**src/rtl/ama_riscv_rf_wb_arbiter.sv**
```systemverilog
// -----------------------------------------------------------------------------
// ama_riscv_rf_wb_arbiter
//
// Arbitrates register-file writeback between two requesters:
//   req0 - the core writeback path
//   req1 - long-latency units such as load and multiply
// The module grants at most one request per cycle. When both requesters are
// valid, a 1-bit round-robin pointer picks the winner. The accepted write
// reaches the register-file write port one cycle later. Writes to x0 complete
// the handshake but never assert rf_we.
//
// An optional pending-write scoreboard is built in when the macro
// RF_WB_ARB_SCOREBOARD_EN is defined. Issue marks a destination register as
// busy. An accepted writeback to that register clears the mark. The hazard
// outputs report the busy state of two source registers. When the macro is
// undefined, busy_vec, hazard_a and hazard_b are tied to 0.
//
// Ports
//   clk, rst                 clock; synchronous active-high reset
//   req0_valid/ready/addr/data   core writeback request and grant
//   req1_valid/ready/addr/data   long-latency writeback request and grant
//   rf_we, rf_addr_d, rf_data_d  registered register-file write port
//   sb_set_valid, sb_set_addr    issue-stage "mark pending" request
//   rd_addr_a, rd_addr_b         source registers to check for hazards
//   hazard_a, hazard_b           source has a pending write
//   busy_vec                     pending-write bitmap (bit i = xi)
// -----------------------------------------------------------------------------
module ama_riscv_rf_wb_arbiter (
    input  logic        clk,
    input  logic        rst,
    input  logic        req0_valid,
    output logic        req0_ready,
    input  logic [4:0]  req0_addr,
    input  logic [31:0] req0_data,
    input  logic        req1_valid,
    output logic        req1_ready,
    input  logic [4:0]  req1_addr,
    input  logic [31:0] req1_data,
    output logic        rf_we,
    output logic [4:0]  rf_addr_d,
    output logic [31:0] rf_data_d,
    input  logic        sb_set_valid,
    input  logic [4:0]  sb_set_addr,
    input  logic [4:0]  rd_addr_a,
    input  logic [4:0]  rd_addr_b,
    output logic        hazard_a,
    output logic        hazard_b,
    output logic [31:0] busy_vec
);

    logic        rr_ptr_q, rr_ptr_d;     // 0: req0 has priority on contention
    logic        wr_en_q, wr_en_d;
    logic [4:0]  wr_addr_q, wr_addr_d;
    logic [31:0] wr_data_q, wr_data_d;

    logic        grant0, grant1, accept, do_write;
    logic [4:0]  sel_addr;
    logic [31:0] sel_data;

    // Grants are combinational from the valids and the pointer. Reset masks
    // both grants, so no request is taken while rst is high.
    always_comb begin
        grant0   = ~rst & req0_valid & (~req1_valid | ~rr_ptr_q);
        grant1   = ~rst & req1_valid & (~req0_valid |  rr_ptr_q);
        accept   = grant0 | grant1;
        sel_addr = grant1 ? req1_addr : req0_addr;
        sel_data = grant1 ? req1_data : req0_data;
        // An x0 write completes the handshake but is dropped here.
        do_write = accept & (sel_addr != 5'd0);

        // After a grant to reqN, priority passes to the other requester.
        rr_ptr_d  = accept ? grant0 : rr_ptr_q;
        wr_en_d   = do_write;
        // The write port holds its last real write when idle.
        wr_addr_d = do_write ? sel_addr : wr_addr_q;
        wr_data_d = do_write ? sel_data : wr_data_q;
    end

    assign req0_ready = grant0;
    assign req1_ready = grant1;

    // NOTE: sequential state uses non-blocking assignments only, so every flop
    // samples values from before the edge regardless of block ordering.
    always_ff @(posedge clk) begin
        if (rst) begin
            rr_ptr_q  <= 1'b0;
            wr_en_q   <= 1'b0;
            wr_addr_q <= 5'd0;
            wr_data_q <= 32'd0;
        end else begin
            rr_ptr_q  <= rr_ptr_d;
            wr_en_q   <= wr_en_d;
            wr_addr_q <= wr_addr_d;
            wr_data_q <= wr_data_d;
        end
    end

    assign rf_we     = wr_en_q;
    assign rf_addr_d = wr_addr_q;
    assign rf_data_d = wr_data_q;

`ifdef RF_WB_ARB_SCOREBOARD_EN
    logic [31:0] busy_q, busy_d;

    // The clear is applied first and the set second, so a same-address
    // collision leaves the register busy. A newer issue outranks the
    // retiring write.
    always_comb begin
        busy_d = busy_q;
        if (accept) begin
            busy_d[sel_addr] = 1'b0;
        end
        if (sb_set_valid && (sb_set_addr != 5'd0)) begin
            busy_d[sb_set_addr] = 1'b1;
        end
        busy_d[0] = 1'b0;
    end

    always_ff @(posedge clk) begin
        if (rst) begin
            busy_q <= 32'd0;
        end else begin
            busy_q <= busy_d;
        end
    end

    assign busy_vec = busy_q;
    assign hazard_a = busy_q[rd_addr_a];
    assign hazard_b = busy_q[rd_addr_b];
`else
    assign busy_vec = 32'd0;
    assign hazard_a = 1'b0;
    assign hazard_b = 1'b0;

    // The scoreboard inputs have no function in this build.
    logic unused_sb_inputs;
    assign unused_sb_inputs = ^{sb_set_valid, sb_set_addr, rd_addr_a, rd_addr_b};
`endif

endmodule

```
**config.mk**
```make
export PLATFORM = sky130hd
export DESIGN_NAME = ama_riscv_rf_wb_arbiter
export DESIGN_NICKNAME = d
export VERILOG_FILES = /design/src/rtl/ama_riscv_rf_wb_arbiter.sv
export SDC_FILE = /design/constraint.sdc
export NUM_CORES = 1
export LEC_CHECK = 0
export CAP_MARGIN = 20
export CORE_ASPECT_RATIO = 1.5
export CORE_UTILIZATION = 31
export CTS_CLUSTER_SIZE = 28
export DETAILED_ROUTE_END_ITERATION = 10
export GPL_ROUTABILITY_DRIVEN = 0
export PLACE_DENSITY = 0.77
export SLEW_MARGIN = 0
export SYNTH_ARGS = -nofsm -noshare
export SYNTH_HDL_FRONTEND = slang
export SYNTH_SLANG_ARGS = --single-unit
```
**constraint.sdc**
```tcl
create_clock -name clk -period 1.7 [get_ports clk]
set_input_delay 0.255 -clock clk [delete_from_list [all_inputs] [get_ports clk]]
set_output_delay 0.255 -clock clk [all_outputs]
set_load 0.1 [all_outputs]
```
# ---- Word level (Yosys, flattened, before mapping)
# Index checks and enable logic that the tools add are counted.
# Widths: inputs -> output; s select.
dict set report word_totals {
  reg_bits 39
  output_inout_bits 74
  word_cells 19
}
dict set report op_classes {
  muxes 2
  bitwise_logic 12
  n_reduce_logical 1
}
# operator count
set ops {}
lappend ops {{$mux 32} 1}
lappend ops {{$and 1x1->1} 5}
lappend ops {{$mux 5} 1}
lappend ops {{$reduce_bool 5->1} 1}
lappend ops {{$not 1->1} 4}
lappend ops {{$or 1x1->1} 3}

# ---- Longest topological paths before layout
# Gate-level depths: netlist of the first run.
dict set report logic_depth {
  ltp_word 6
  ltp_mapped 7
  ltp_nobuf 5
}

# ---- Worst setup path after synthesis of the first run
# Ideal clock, no wire load.
dict set report synth_timing {
  kind {reg2reg}
  from {register rr_ptr_q}
  to {register wr_data_q[0] (netlist: rf_data_d[0])}
  arrival_ns 2.815
  required_time_ns 1.628
  slack_ns -1.187
  stages_incl_launch_ff 8
  path_buffers 3
  period_less_slack_ns 2.887
  cell_sequence {dfxtp_1 nand2b_1 buf_2 a21oi_1 a21o_1 buf_6 buf_8 mux2i_1}
}
dict set report synth_between {
  elab_chain_cells 5
}
# element line
set synth_lines {}
lappend synth_lines {{from (decl)} 51} ;# logic rr_ptr_q, rr_ptr_d;
lappend synth_lines {{from (signal assigned)} 91} ;# rr_ptr_q <= rr_ptr_d;
lappend synth_lines {{$not 1->1} 63} ;# grant0 = ~rst & req0_valid & (~req1_valid | ~rr_ptr_q);
lappend synth_lines {{$or 1x1->1} 63}
lappend synth_lines {{$and 1x1->1} 63}
lappend synth_lines {{via req0_ready} 32} ;# output logic req0_ready,
lappend synth_lines {{$or 1x1->1} 65} ;# accept = grant0 | grant1;
lappend synth_lines {{$and 1x1->1} 69} ;# do_write = accept & (sel_addr != 5'd0);
lappend synth_lines {{to (signal assigned)} 94} ;# wr_data_q <= wr_data_d;
lappend synth_lines {{to (decl)} 54} ;# logic [31:0] wr_data_q, wr_data_d;
# The timed path passes the listed nets, and every way through them passes these cells.
# A chain may end at the register's enable or synchronous reset.

# ---- Final worst setup path of the first run
dict set report layout_timing {
  from {input req0_addr[2]}
  to {register wr_data_q[19] (netlist: rf_data_d[19])}
}
dict set report layout_between {
  elab_chain_cells 3
}
# element line
set layout_lines {}
lappend layout_lines {{from (decl)} 33} ;# input logic [4:0] req0_addr,
lappend layout_lines {{$mux 5} 66} ;# sel_addr = grant1 ? req1_addr : req0_addr;
lappend layout_lines {{$reduce_bool 5->1} 69}
lappend layout_lines {{$and 1x1->1} 69}
# No other way between the ends.

==> out/results.txt, run 1 <==
skew final -> 0.00462 ns
Layout area overhead -> 85.6%
vias per std cell -> 4.38
port bufs -> 117
status -> finished, final reports clean
die area -> 0.00774 sq mm
die height -> 107 um
Post-DRT Antenna Nets -> 0
first-pass GRT wire length -> 9560 um
Hold Crit Start -> req0_addr[0]
CTS Buf Count -> 5
Root Driver -> clkbuf_8
final std cell area, no fill -> 0.00425 sq mm
io pins -> 168
M3 GR Usage -> 4.12%
Hold Crit Class -> primary input to flip-flop
gr ovfl total -> 0
worst reg2reg endpoint -> rf_data_d[23]$_SDFFE_PP0P_
unrepaired setup endpoints after global routing -> no
Clk Latency, worst-skew pair -> 0.29 ns
Crit Reg-Reg Startpoint -> rr_ptr_q$_SDFFE_PP0P_
Seq/Total Area, Yosys -> 34.1%
slowest CP cell -> or3_4
synthesized flop and latch total -> 39
Clock Path Buffers -> 2
total power -> 4.18 mW
most frequent CP cell -> or3_4
WHS Endpoint -> rf_addr_d[3]$_SDFFE_PP0P_
Die X-Extent -> 72.2 um
PwrDens -> 983 mW/mm^2
maxcap violations -> 0
Worst-path clk slew -> 0.08 ns
reg2reg setup slack -> 0.25 ns
Total Wirelength -> 5950 um
required time worst endpoint -> 1.91 ns
Max stage delay on crit path -> 0.39 ns
FP Rows -> 38
CP Cell Sequence -> dlygate4sd2_1 > or3_4 > or3_4 > a21o_4 > buf_12 > a211oi_2
Util after Layout -> 59.2%
DRC violations left -> 0
1st-pass router iterations -> 4
Post-synth EDFFs -> 0
final slew viol count -> 0
fmax -> 606 MHz
WL/cell -> 12.6 um
clock sinks -> 39
Post-synth ARST share -> 0%
GR Util met2 -> 30.1%
synthesized area per cell -> 10.0 sq um
Core Region -> 0.00718 sq mm
CP Launch Type -> primary input
Post-Synthesis Cells -> 229
CP Max Fanout -> 6
Inserted Diodes -> 0
DR vias -> 2,062
CTS tree -> done
Hold Crit Depth -> 4
FILL cells -> 624
hpwl dp -> 4670 um
Worst Setup Slack, final -> 0.0492 ns
DRT iter0 DRCs -> 55
Critical Path AT -> 1.87 ns
Leak -> 1.97 nW
area post-placement -> 0.00403 sq mm
Worst Reg-to-Reg Cells -> 5
setup TNS -> 0 ns
Tcrit/Tclk final -> 97.1%
busiest grt layer -> met2
critical path capture point type -> flip-flop
synth unique cells -> 31
Hold WS -> 0.506 ns
Initial Utilization -> 31.9%
Placement Setup Slack -> -0.409 ns
Finished Layout Cells -> 471
synth warn -> 0
nets@finish -> 464
Post-Syn Area -> 0.00229 sq mm
overall routing resource usage -> 15.7%
pin count of the biggest net entering global routing -> 21
final hold vios -> 0
# setup viols final -> 0
share of cells above drive strength 1 -> 24.0%
number of antenna violations at the first check in global routing -> 0
fin crit period -> 1.65 ns
kind of critical path -> primary input to flip-flop
VDD IR-drop max -> 490 uV
H-tree Lvls -> 2
Top FF cell, synth -> dfxtp_1
vias in the first global route -> 2,040
Placed Cells -> 459
M1 GR Usage -> 15.9%
[power by group]
| part | switching (mW) | total, mW | internal (mW) |
|---|---|---|---|
| sequential | 0.123 | 1.15 | 1.03 |
| combinational | 1.42 | 2.24 | 0.816 |
| clock | 0.351 | 0.788 | 0.438 |
[critical path: cells and delay by family]
family | cells | cell delay, ns
AND/OR/NAND/NOR | 2 | 0.72
AO/OA/AOI/OAI | 2 | 0.49
buffers and inverters | 2 | 0.40
[state kept, by name (all words and copies together), names as in the netlist]
signal / count
rf_addr_d: 5
rf_data_d: 32
rf_we: 1
rr_ptr_q: 1
[metal layers]
| layer | up-vias | part of all wire [%] |
|---|---|---|
| li1 | 1009 | - |
| met1 | 945 | 36 |
| met2 | 98 | 56 |
| met3 | 10 | 6.4 |
| met4 | 0 | 1.7 |
| met5 | - | 0 |
[cells by family (layout without fill, tap and decap cells)]
kind of cell | after synthesis | in the layout | synth area share [%]
mux | 65 | 65 | 28.4
buf+inv | 53 | 162 | 16.7
simple gates | 47 | 47 | 12.6
flops | 39 | 39 | 34.1
compound gates | 24 | 24 | 8.03
other cells | 1 | 34 | 0.164
[cell usage after synthesis (2+ instances only)]
master / instances / area [sq um]
buf_4: 34 / 255
buf_2: 3 / 15.0
a211oi_1: 4 / 30.0
nand3_1: 2 / 10.0
a21oi_1: 3 / 15.0
mux2i_1: 65 / 651
o21ai_0: 2 / 10.0
dfxtp_1: 39 / 781
nor3_1: 2 / 10.0
o2111ai_1: 2 / 17.5
a311oi_1: 2 / 17.5
clkbuf_1: 6 / 22.5
nand2b_1: 34 / 213
nand2_1: 2 / 7.51
o32ai_1: 3 / 26.3
nor2b_1: 2 / 12.5
a21o_1: 3 / 22.5
buf_12: 2 / 40.0
a31oi_1: 2 / 12.5
inv_1: 6 / 22.5
[cells in the final DEF, fill, tap and decap left out, drive strengths merged]
cell type / netlist / layout
clkbuf: 6 / 5
a31oi: 2 / 2
clkinv: 0 / 2
o21ai: 2 / 2
clkinvlp: 0 / 1
nand2: 3 / 3
a21oi: 3 / 3
o2111ai: 2 / 2
dfxtp: 39 / 39
a211oi: 5 / 5
nor2b: 2 / 2
mux2i: 65 / 65
buf: 41 / 71
nor2: 1 / 1
clkdlybuf4s15: 0 / 2
o21bai: 1 / 1
a21o: 3 / 3
o32ai: 3 / 3
nand2b: 34 / 34
nor3: 2 / 2
or3: 2 / 2
bufinv: 0 / 1
conb: 1 / 34
nor4b: 1 / 1
nand3: 2 / 2
a311oi: 2 / 2
a2111oi: 1 / 1
inv: 6 / 5
clkdlybuf4s50: 0 / 71
dlygate4sd2: 0 / 4
[worst max-delay path by stage]
stage,endpoint,from,slack [ns],cells after the start
3_3_place_gp,rf_data_d[7]$_SDFFE_PP0P_,req0_addr[2],-0.39,6
5_1_grt,rf_data_d[19]$_SDFFE_PP0P_,req0_addr[2],0.005,6
4_1_cts,rf_data_d[19]$_SDFFE_PP0P_,req0_addr[2],0.02,6
2_1_floorplan,rf_data_d[0]$_SDFFE_PP0P_,rr_ptr_q$_SDFFE_PP0P_,-0.19,7
6_report,rf_data_d[19]$_SDFFE_PP0P_,req0_addr[2],0.05,6
3_5_place_dp,rf_data_d[9]$_SDFFE_PP0P_,req0_addr[2],-0.41,6
[area by class of cell]
class | count | area [sq um] | area share [%]
multi-input combinational | 170 | 1290 | 30.5
tap | 100 | 125 | 2.94
clock buffer | 5 | 68.8 | 1.62
timing repair buffer | 148 | 1910 | 44.9
inverter | 6 | 26.3 | 0.618
sequential | 39 | 781 | 18.4
clock inverter | 3 | 43.8 | 1.03
[timing repair]
item,4_1_cts,5_1_grt
gates cloned,3,0
endpoints found under the setup margin,34,1
gates resized for setup,16,0
setup buffers,1,0
pin swaps,4,2
hold buffers,0,0
Power figures use the tool's default switching activity.
==> inputs of run 2 (changes only) <==
CORE_ASPECT_RATIO = default   (was 1.5)
HOLD_SLACK_MARGIN = 0.02   (was default)
==> run 2 against run 1 <==
  * Via count barely moved
  * Sequential share of layout area grew 0.32 points
  * Register-to-register slack about the same
  * Routed wire length decreased by 0.67%
  * First-iteration DRC count decreased by 11%
  * Global-route usage fell by 0.39 points
  * Non-clock buffer count fell by 3
  * Worst hold slack got worse by 0.089 ns
  * Fmax rose by 0.46%
  * Critical path type unchanged
==> out/results.txt, run 2 (same netlist as run 1, synthesis figures left out) <==
DR vias -> 2,064
Core Region -> 0.00698 sq mm
Layout area overhead -> 82.4%
die height -> 87.9 um
PwrDens -> 947 mW/mm^2
first-pass GRT wire length -> 9220 um
Worst Setup Slack, final -> 0.0567 ns
final slew viol count -> 0
Die X-Extent -> 87.9 um
most common cell after layout, fill and taps aside -> clkdlybuf4s50_1
Placement Setup Slack -> -0.402 ns
H-tree Lvls -> 2
# setup viols final -> 0
number of antenna violations at the first check in global routing -> 0
DRT iter0 DRCs -> 49
FP Rows -> 30
required time worst endpoint -> 1.86 ns
final hold vios -> 0
die area -> 0.00773 sq mm
1st-pass router iterations -> 4
maxcap violations -> 0
Max stage delay on crit path -> 0.39 ns
Tcrit/Tclk final -> 96.7%
fin crit period -> 1.64 ns
fmax -> 609 MHz
Root Driver -> clkbuf_8
most frequent CP cell -> or3_4
Clock Path Buffers -> 2
Total Wirelength -> 5910 um
area post-placement -> 0.00399 sq mm
Hold WS -> 0.417 ns
critical path capture point type -> flip-flop
Hold Crit Class -> primary input to flip-flop
Hold Crit Depth -> 4
FILL cells -> 597
hpwl dp -> 4710 um
VDD IR-drop max -> 512 uV
Post-DRT Antenna Nets -> 0
share of cells above drive strength 1 -> 23.1%
CTS tree -> done
Inserted Diodes -> 0
final std cell area, no fill -> 0.00418 sq mm
# hold bufs at CTS -> 0
Leak -> 1.94 nW
unrepaired setup endpoints after global routing -> no
pin count of the biggest net entering global routing -> 21
CP Cell Sequence -> dlygate4sd2_1 > or3_4 > or3_4 > a21o_4 > buf_12 > mux2i_1
slowest CP cell -> or3_4
DRC violations left -> 0
CP Max Fanout -> 9
CTS Buf Count -> 5
Largest register FFs -> 32
Worst-path clk slew -> 0.07 ns
skew final -> 0.00231 ns
gr ovfl total -> 0
most frequent cells in the layout -> 71 x clkdlybuf4s50_1, 65 x mux2i_1, 44 x buf_12, 39 x dfxtp_1, 34 x conb_1
Critical Path AT -> 1.81 ns
io pins -> 168
Worst Reg-to-Reg Cells -> 6
WL/cell -> 12.7 um
Clk Latency, worst-skew pair -> 0.28 ns
Initial Utilization -> 32.8%
nets@finish -> 461
overall routing resource usage -> 15.3%
CP Launch Type -> primary input
vias in the first global route -> 2,097
status -> finished, final reports clean
port bufs -> 117
vias per std cell -> 4.45
total power -> 3.96 mW
clock sinks -> 39
kind of critical path -> primary input to flip-flop
==> run 2: timing repair <==
action / in CTS / in global routing
resized for setup: 14 / 1
endpoints found under the hold margin: 0 / 0
gates cloned: 2 / 0
pin swaps: 3 / 1
setup buffers: 1 / 3
endpoints found under the setup margin: 34 / 3
==> run 2: layout make-up <==
cell class                 instances  area (sq um)  share of cell area (%)
clock buffer                       7          76.3                    1.83
clock inverter                     1          5.00                   0.120
inverter                           6          26.3                   0.629
multi-input combinational        170          1290                    31.0
sequential                        39           781                    18.7
tap                               96           120                    2.88
timing repair buffer             145          1870                    44.8
==> run 2: layer usage <==
| layer | wire (um) | vias up | global-route usage [%] |
|---|---|---|---|
| met4 | 47 | 0 | 3.87 |
| met5 | 0 | - | 0 |
| met2 | 3070 | 106 | 29.2 |
| met1 | 2230 | 951 | 15.7 |
| met3 | 561 | 6 | 5.66 |
| li1 | - | 1001 | - |
==> run 2: through the flow <==
step | TNS, ns | cells | util, %
final | 0 | 464 | 59.8
after detailed placement | -13.90 | 451 | 57.2
after global placement | -13.40 | 451 | 57.2
after floorplan | -5.58 | 262 | -
after global routing | 0 | 464 | 59.8
after CTS | 0 | 461 | 59.5
==> run 2: critical path: cells and delay by family <==
kind,cells,cell delay (ns)
AND/OR/NAND/NOR,2,0.75
buffers and inverters,2,0.41
AO/OA/AOI/OAI,1,0.28
multiplexers,1,0.12
==> run 2: final timing paths <==
kind	slack, ns	from	endpoint
worst min register to register	0.49	rr_ptr_q$_SDFFE_PP0P_	rr_ptr_q$_SDFFE_PP0P_
worst max register to register	0.24	rr_ptr_q$_SDFFE_PP0P_	rf_data_d[25]$_SDFFE_PP0P_
worst max-delay path	0.06	req0_addr[3]	rf_data_d[3]$_SDFFE_PP0P_
worst min-delay path	0.42	req1_valid	rr_ptr_q$_SDFFE_PP0P_
==> run 2: power breakdown <==
group	total [mW]	switching (mW)	internal, mW
registers	1.15	0.120	1.03
logic	2.22	1.42	0.802
clock network	0.584	0.296	0.288
